File: src/rtl/demux_stream_scheduler_if.sv
// Handshake bundle between the word source, the scheduler and the DEMUX channels.
// Drop_Out exists only when DEMUX_SCHED_TIMEOUT_EN is defined.
interface demux_stream_scheduler_if #(
    parameter int DATA_WIDTH   = 8,
    parameter int NUM_CHANNELS = 4,
    parameter int SEL_WIDTH    = 2
);
    logic                    Enable_In;
    logic [DATA_WIDTH-1:0]   Data_In;
    logic                    Valid_In;
    logic                    Ready_Out;
    logic [NUM_CHANNELS-1:0] Channel_Ready_In;
    logic [DATA_WIDTH-1:0]   Data_Out;
    logic [SEL_WIDTH-1:0]    Select_Out;
    logic [NUM_CHANNELS-1:0] Channel_Valid_Out;
    logic                    Busy_Out;
`ifdef DEMUX_SCHED_TIMEOUT_EN
    logic                    Drop_Out;
`endif

    modport master (
        output Enable_In, Data_In, Valid_In, Channel_Ready_In,
        input  Ready_Out, Data_Out, Select_Out, Channel_Valid_Out,
               Busy_Out
`ifdef DEMUX_SCHED_TIMEOUT_EN
        , input Drop_Out
`endif
    );

    modport slave (
        input  Enable_In, Data_In, Valid_In, Channel_Ready_In,
        output Ready_Out, Data_Out, Select_Out, Channel_Valid_Out,
               Busy_Out
`ifdef DEMUX_SCHED_TIMEOUT_EN
        , output Drop_Out
`endif
    );
endinterface

File: src/rtl/demux_stream_scheduler.sv
// Round-robin scheduler feeding a 1:N DEMUX; skips busy channels, one word in flight.
// Optional arbitration timeout with word drop: define DEMUX_SCHED_TIMEOUT_EN.
module demux_stream_scheduler #(
    parameter int DATA_WIDTH     = 8,
    parameter int NUM_CHANNELS   = 4,
    parameter int SEL_WIDTH      = 2,
    parameter int TIMEOUT_CYCLES = 16
) (
    input logic                     Clock_In,
    input logic                     Reset_In,
    demux_stream_scheduler_if.slave bus
);
    typedef enum logic [1:0] {
        IDLE      = 2'd0,
        ARBITRATE = 2'd1,
        DELIVER   = 2'd2
    } state_t;

    state_t                  state;
    state_t                  state_next;
    logic [DATA_WIDTH-1:0]   data_q;
    logic [SEL_WIDTH-1:0]    sel_q;
    logic [SEL_WIDTH-1:0]    ptr_q;
    logic [NUM_CHANNELS-1:0] cv_q;

    logic                    accept;
    logic                    found;
    logic [SEL_WIDTH-1:0]    pick;
    logic [SEL_WIDTH-1:0]    idx;
    logic                    sel_ready;
    logic                    expire;

`ifdef DEMUX_SCHED_TIMEOUT_EN
    localparam int CW = (TIMEOUT_CYCLES > 1) ? $clog2(TIMEOUT_CYCLES) : 1;
    logic [CW-1:0] cnt_q;
    logic          drop_q;
`endif

    assign accept    = (state == IDLE) && bus.Enable_In && bus.Valid_In;
    assign sel_ready = bus.Channel_Ready_In[sel_q];

    // First ready channel at or after the pointer, wrapping modulo N
    always_comb begin
        found = 1'b0;
        pick  = ptr_q;
        idx   = ptr_q;
        for (int i = 0; i < NUM_CHANNELS; i++) begin
            idx = ptr_q + SEL_WIDTH'(i);
            if (!found && bus.Channel_Ready_In[idx]) begin
                found = 1'b1;
                pick  = idx;
            end
        end
    end

`ifdef DEMUX_SCHED_TIMEOUT_EN
    assign expire = !found && (cnt_q == CW'(TIMEOUT_CYCLES - 1));
`else
    assign expire = 1'b0;
`endif

    always_ff @(posedge Clock_In or posedge Reset_In) begin
        if (Reset_In) state <= IDLE;
        else          state <= state_next;
    end

    always_comb begin
        state_next = state;
        unique case (state)
            IDLE: begin
                if (accept) state_next = ARBITRATE;
            end
            ARBITRATE: begin
                if (found)       state_next = DELIVER;
                else if (expire) state_next = IDLE;
            end
            DELIVER: begin
                if (sel_ready) state_next = IDLE;
            end
            default: state_next = IDLE;
        endcase
    end

    always_ff @(posedge Clock_In or posedge Reset_In) begin
        if (Reset_In) begin
            data_q <= '0;
            sel_q  <= '0;
            ptr_q  <= '0;
            cv_q   <= '0;
        end else begin
            unique case (state)
                IDLE: begin
                    if (accept) data_q <= bus.Data_In;
                end
                ARBITRATE: begin
                    if (found) begin
                        sel_q <= pick;
                        cv_q  <= NUM_CHANNELS'(1) << pick;
                    end
                end
                DELIVER: begin
                    if (sel_ready) begin
                        cv_q  <= '0;
                        ptr_q <= sel_q + SEL_WIDTH'(1);
                    end
                end
                default: cv_q <= '0;
            endcase
        end
    end

`ifdef DEMUX_SCHED_TIMEOUT_EN
    always_ff @(posedge Clock_In or posedge Reset_In) begin
        if (Reset_In) begin
            cnt_q  <= '0;
            drop_q <= 1'b0;
        end else begin
            drop_q <= (state == ARBITRATE) && expire;
            if (accept)
                cnt_q <= '0;
            else if (state == ARBITRATE && !found && !expire)
                cnt_q <= cnt_q + CW'(1);
        end
    end

    assign bus.Drop_Out = drop_q;
`endif

    assign bus.Ready_Out         = (state == IDLE) && bus.Enable_In;
    assign bus.Busy_Out          = (state != IDLE);
    assign bus.Data_Out          = data_q;
    assign bus.Select_Out        = sel_q;
    assign bus.Channel_Valid_Out = cv_q;
endmodule

File: src/flat_wrapper.sv
// flat-port wrapper written by rule: the top's interface ports become plain ports
module demux_stream_scheduler_flat 
#(
    parameter int DATA_WIDTH     = 8,
    parameter int NUM_CHANNELS   = 4,
    parameter int SEL_WIDTH      = 2,
    parameter int TIMEOUT_CYCLES = 16
)
  (Clock_In, Reset_In, bus_Enable_In, bus_Data_In, bus_Valid_In, bus_Channel_Ready_In, bus_Ready_Out, bus_Data_Out, bus_Select_Out, bus_Channel_Valid_Out, bus_Busy_Out);
  demux_stream_scheduler_if #(.DATA_WIDTH(DATA_WIDTH), .NUM_CHANNELS(NUM_CHANNELS), .SEL_WIDTH(SEL_WIDTH)) bus_i ();
  input logic Clock_In;
  input logic Reset_In;
  input wire logic [$bits(bus_i.Enable_In)-1:0] bus_Enable_In;
  input wire logic [$bits(bus_i.Data_In)-1:0] bus_Data_In;
  input wire logic [$bits(bus_i.Valid_In)-1:0] bus_Valid_In;
  input wire logic [$bits(bus_i.Channel_Ready_In)-1:0] bus_Channel_Ready_In;
  output wire logic [$bits(bus_i.Ready_Out)-1:0] bus_Ready_Out;
  output wire logic [$bits(bus_i.Data_Out)-1:0] bus_Data_Out;
  output wire logic [$bits(bus_i.Select_Out)-1:0] bus_Select_Out;
  output wire logic [$bits(bus_i.Channel_Valid_Out)-1:0] bus_Channel_Valid_Out;
  output wire logic [$bits(bus_i.Busy_Out)-1:0] bus_Busy_Out;
  assign bus_i.Enable_In = bus_Enable_In;
  assign bus_i.Data_In = bus_Data_In;
  assign bus_i.Valid_In = bus_Valid_In;
  assign bus_i.Channel_Ready_In = bus_Channel_Ready_In;
  assign bus_Ready_Out = bus_i.Ready_Out;
  assign bus_Data_Out = bus_i.Data_Out;
  assign bus_Select_Out = bus_i.Select_Out;
  assign bus_Channel_Valid_Out = bus_i.Channel_Valid_Out;
  assign bus_Busy_Out = bus_i.Busy_Out;
  demux_stream_scheduler #(.DATA_WIDTH(DATA_WIDTH), .NUM_CHANNELS(NUM_CHANNELS), .SEL_WIDTH(SEL_WIDTH), .TIMEOUT_CYCLES(TIMEOUT_CYCLES)) u_core (.Clock_In(Clock_In), .Reset_In(Reset_In), .bus(bus_i));
endmodule
File: config.mk
export PLATFORM = sky130hd
export DESIGN_NAME = demux_stream_scheduler_flat
export DESIGN_NICKNAME = d
export VERILOG_FILES = /design/src/rtl/demux_stream_scheduler_if.sv /design/src/rtl/demux_stream_scheduler.sv /design/src/flat_wrapper.sv
export SDC_FILE = /design/constraint.sdc
export NUM_CORES = 1
export LEC_CHECK = 0
export ABC_AREA = 1
export BUFFER_PORTS_ARGS = -buffer_cell sky130_fd_sc_hd__buf_2
export CORE_UTILIZATION = 47
export CTS_CLUSTER_SIZE = 16
export DETAILED_ROUTE_END_ITERATION = 16
export HOLD_SLACK_MARGIN = 0.06
export PLACE_DENSITY = 0.75
export REMOVE_ABC_BUFFERS = 1
export SETUP_SLACK_MARGIN = 0.5
export SYNTH_ARGS = -nofsm -noshare
export SYNTH_HDL_FRONTEND = slang
export SYNTH_SLANG_ARGS = --single-unit
File: constraint.sdc
create_clock -name Clock_In -period 1.4 [get_ports Clock_In]
set_input_delay 0.28 -clock Clock_In [delete_from_list [all_inputs] [get_ports Clock_In]]
set_output_delay 0.28 -clock Clock_In [all_outputs]
set_load 0.03 [all_outputs]
# Yosys cells after proc, flatten, opt, wreduce, memory -nomap -nowiden
# Cells that the tools add are included.
# word_totals
ff_bits	18
# op_classes
n_addsub	4
eq_ne	5
mux	24
reduce_logical	15
bitwise_logic	1
shifts	1
magnitude_cmp	5
# op_table
operator	count
2-bit by 3-bit < comparator with 1-bit output, second input constant	5
2-bit two-way mux	6
4-bit one-hot mux with 3 select lines	1
1-bit binary-select mux with 2-bit select	5
1-bit two-way mux	9
4-bit two-way mux	2
2-bit by 1-bit inequality test with 1-bit output, second input constant	3
2-bit one-hot mux with 3 select lines	1
2-bit AND reduction	3
3-bit AND reduction	2
1-bit logical AND	5
2-bit by 1-bit adder with 2-bit output, second input constant	2
2-bit adder, second input constant	2
1-bit by 2-bit << shifter with 4-bit output, first input constant	1
1-bit logical NOT	3
2-bit by 1-bit == test with 1-bit output, second input constant	1
2-bit == test, second input constant	1
2-bit logical NOT	1
2-bit nonzero test	1
1-bit inverter	1

# Logic depth before layout (Yosys ltp)
# logic_depth
depth_word	15
ltp_mapped	14
mapped_depth_nobuf	13

# Worst setup path after synthesis
# OpenSTA, ideal clock, no wires.
# synth_timing
kind	register to register
from	reg u_core.state[1]
to	reg u_core.data_q[0], in the netlist u_core.bus.Data_Out[0]
setup_slack_ps	-520
path_stages_with_launch	6
arrival_ps	1795
path_buffers	0
synth_period_minus_slack_ps	1920
cell_sequence	dfrtp_1 nor2_1 inv_1 nor2_1 nand2_1 mux2_2
# synth_via
elab_chain_len	4
# synth_lines
item	line	source
start: declaration	demux_stream_scheduler.sv:19	state_t state;
start signal: assignment	demux_stream_scheduler.sv:64	else state <= state_next;
2-bit logical NOT	n/a	
1-bit logical AND	n/a	
named net bus_Ready_Out	flat_wrapper.sv:17	output wire logic [$bits(bus_i.Ready_Out)-1:0] bus_Ready_Out;
1-bit logical AND	demux_stream_scheduler.sv:39	assign accept = (state == IDLE) && bus.Enable_In && bus.Valid_In;
2-bit AND reduction (no line)	n/a	
end signal: assignment	demux_stream_scheduler.sv:93	if (accept) data_q <= bus.Data_In;
end: declaration	demux_stream_scheduler.sv:21	logic [DATA_WIDTH-1:0] data_q;
# The timed path passes the listed nets, and every way through them passes these cells.
# A chain may end at the register's enable or synchronous reset.

# Worst setup path in the final report
# layout_timing
from	reg u_core.ptr_q[0]
to	reg u_core.cv_q[1], in the netlist u_core.bus.Channel_Valid_Out[1]
# layout_via
elab_chain_len	15
elab_cells_between_ends	29
classes_between	add/sub (3); eq/ne (1); shift (1); mux (17); reduce/logical (7)
# layout_lines
item	line	source
start: declaration	demux_stream_scheduler.sv:23	logic [SEL_WIDTH-1:0] ptr_q;
start signal: assignment	demux_stream_scheduler.sv:104	ptr_q <= sel_q + SEL_WIDTH'(1);
branches (longest 15 deep; another with 2-bit by 1-bit adder with 2-bit output)	n/a	
end signal: assignment	demux_stream_scheduler.sv:98	cv_q <= NUM_CHANNELS'(1) << pick;
end: declaration	demux_stream_scheduler.sv:24	logic [NUM_CHANNELS-1:0] cv_q;
# Parallel ways; which one is timed is not known. The select of a mux whose other input is x is not followed.

==> flow_summary.yaml <==
logic_synthesis:
  yosys_most_used_dff: "dfrtp_1"
  synth_seq_cells: 18
  yosysTopAreaCellShare: 0.366
  synth_cell_types: 27
  synth_commonest_cells: "68 x nand2_1, 18 x dfrtp_1, 15 x nand3_1"
  synth_area_um2: 1230
  yosys.area.top_type: "dfrtp_1"
  syn_inst: 161
  yosysSeqAreaShare: 0.366
  ys_warn_count: 0
  syn_area_per_cell_um2: 7.65
  synth_area_leaders: "dfrtp_1 37%, nand2_1 21%, mux2_2 7.3%"
  ys_async_sr_fraction: 1.00
  synth-edff-count: 0
  yosysMostFrequentCell: "nand2_1"
sta:
  fin_ws_ns: -0.435
  min_period_ns: 1.83
  clock_skew_ns: 0.00569
  tns_ns: -3.10
  post-route-period-util: 1.31
  max_slew_margin: 0.754
  slew_violations: 0
  tightest_slew_ns: 0.368
  clock.fmax_mhz: 545
  finalSetupViolCount: 10
  rsz0062_at_grt: "yes"
  whs_ns: 0.201
  finalHoldViolCount: 0
placement:
  gp_congestion: 0.871
  placed_cells: 240
  dpl.hpwl_um: 2250
  io_buffer_count: 31
finish:
  drive_gt1_frac: 0.626
  antenna_cells: 0
  stdcell_count: 273
  syn_to_final_growth_pct: 76.4
  fillers: 103
  fin_nets: 260
critical_path:
  max_stage_delay_ns: 0.44
  path_class: "flip-flop to flip-flop"
  critical_path.cell_chain: "buf_6 -> inv_8 -> nand2_2 -> nand2_2 -> nand2_2 -> nand2_4 -> nor2_4 -> buf_4 -> nand4_1 -> nand2_2 -> nor2_2 -> nand2_1 -> nand2_1"
  crit_family: "simple AND/OR/NAND/NOR gates"
  cp-end-kind: "flip-flop"
  reg2reg_setup_slack_ns: -0.43
  start_kind: "flip-flop"
  crit_path_top_delay_cell: "dfrtp_1"
  crit_required_ns: 1.66
  crit_fanout: 11
  cpMostUsedCell: "nand2_2"
  crit_buf_inv: 3
  cp_data_arrival_time_ns: 2.09
routing:
  postRouteWirelength_um: 6180
  drc_errors: 0
  dr_total_vias: 1682
  final_antenna_net_count: 0
  routed.top_layer: "met4"
  routed_via_density: 6.16
  wl_met1_um: 2230
  drt_iter0_markers: 134
  wl_met2_um: 2900
  wire_per_inst_um: 22.6
  wl_met3_um: 625
  first_pass_iters: 7
global_route:
  grt_max_degree: 19
  grt_pass1_wl_um: 6110
  overflow: 0
  antenna_found_initial: 0
  first_global_vias: 1355
  grtUsageTotal: 0.306
floorplanning:
  rows: 18
  start_util: 0.497
  die_w_um: 53.2
  core_region_area_um2: 2480
  die-height_um: 53.2
  die_area_um2: 2830
  io_pins: 32
clock_network:
  cts_buffers: 3
  clock_path_buffers: 2
  cts.sinks: 18
  clkLatencyLatePin_ns: 0.31
  htreeDepth: 1
  root_buffer: "clkbuf_4"
  cts.clk_slew.worst_paths_ns: 0.12
  cts_tree: "yes"
status:
  status: "finished with violations"
  violations: "negative setup slack"
power_and_ir_drop:
  ir_drop_v: 0.00224
  power_density_nw_per_um2: 2770
  power_mw: 6.03
  p_leak_nw: 1.15
worst_hold_path:
  hold_path_class: "input port to flip-flop"
job:
  cap_violations: 0
metal layers:
layer | global-route usage | vias to the layer above
met5 | 0 | -
met4 | 0.0833 | 0
met3 | 0.0747 | 58
met2 | 0.549 | 164
met1 | 0.356 | 780
li1 | - | 680
cells by family (layout without fill, tap and decap cells):
kind of cell,count (synthesis),count (layout),share of synthesized area
mux,9,9,0.0813
simple gates,111,112,0.444
flops,18,18,0.366
xor+xnor,1,1,0.00712
compound gates,6,6,0.0356
buf+inv,16,97,0.0661
state kept, by name (all words and copies together), names as in the netlist:
register,cells
u_core.bus.Channel_Valid_Out,4
u_core.bus.Data_Out,8
u_core.bus.Select_Out,2
u_core.ptr_q,2
u_core.state,2
final timing paths:
kind,from,end,cells after the start
max,u_core.ptr_q[0],u_core.bus.Channel_Valid_Out[1],13
min,bus_Data_In[0],u_core.bus.Data_Out[0],2
max reg2reg,u_core.ptr_q[0],u_core.bus.Channel_Valid_Out[1],13
min reg2reg,u_core.bus.Data_Out[0],u_core.bus.Data_Out[0],1
max in group asynchronous,Reset_In,u_core.ptr_q[1],4
min in group asynchronous,Reset_In,u_core.state[0],4
what timing repair did:
action / in CTS / in global routing
pin swaps: 24 / 23
gates cloned: 0 / 1
endpoints found under the hold margin: 18 / 0
setup endpoints to repair: 34 / 34
gates resized for setup: 55 / 50
setup buffers: 15 / 12
hold buffers: 1 / 0
metrics by stage:
stage          cell area (um^2)  setup WS (ns)   util
2_1_floorplan              1200         -0.520      -
3_3_place_gp               1560         -0.187  0.628
6_report                   2170         -0.435  0.877
4_1_cts                    1880         -0.199  0.758
5_1_grt                    2170         -0.491  0.877
3_5_place_dp               1560         -0.247  0.628
power breakdown:
| group | switching (mW) | internal [mW] |
|---|---|---|
| sequential | 0.264 | 0.748 |
| combinational | 2.69 | 1.97 |
| clock | 0.196 | 0.159 |
| total | 3.15 | 2.88 |
layout make-up:
type | count | area (um^2) | area share
flip-flops and latches | 18 | 452 | 0.208
inverters | 12 | 55.1 | 0.0253
well taps | 30 | 37.5 | 0.0173
multi-input cells | 128 | 931 | 0.429
clock buffers | 4 | 36.3 | 0.0167
repair buffers | 81 | 661 | 0.304
cells in the final DEF (no fill, tap or decap), types with 2 or more instances in the layout:
cell,n
buf_4,41
buf_2,16
nor2_4,3
dfrtp_1,17
nand3_2,4
mux2_2,5
mux2_4,3
nand3_1,10
o21ai_1,2
clkbuf_4,3
nand4_1,2
nor2_2,4
nand2_4,12
buf_6,22
inv_1,7
nand3_4,5
nand2_8,2
nand2_2,22
inv_2,2
nand2_1,45
(Power assumes the default switching activity.)
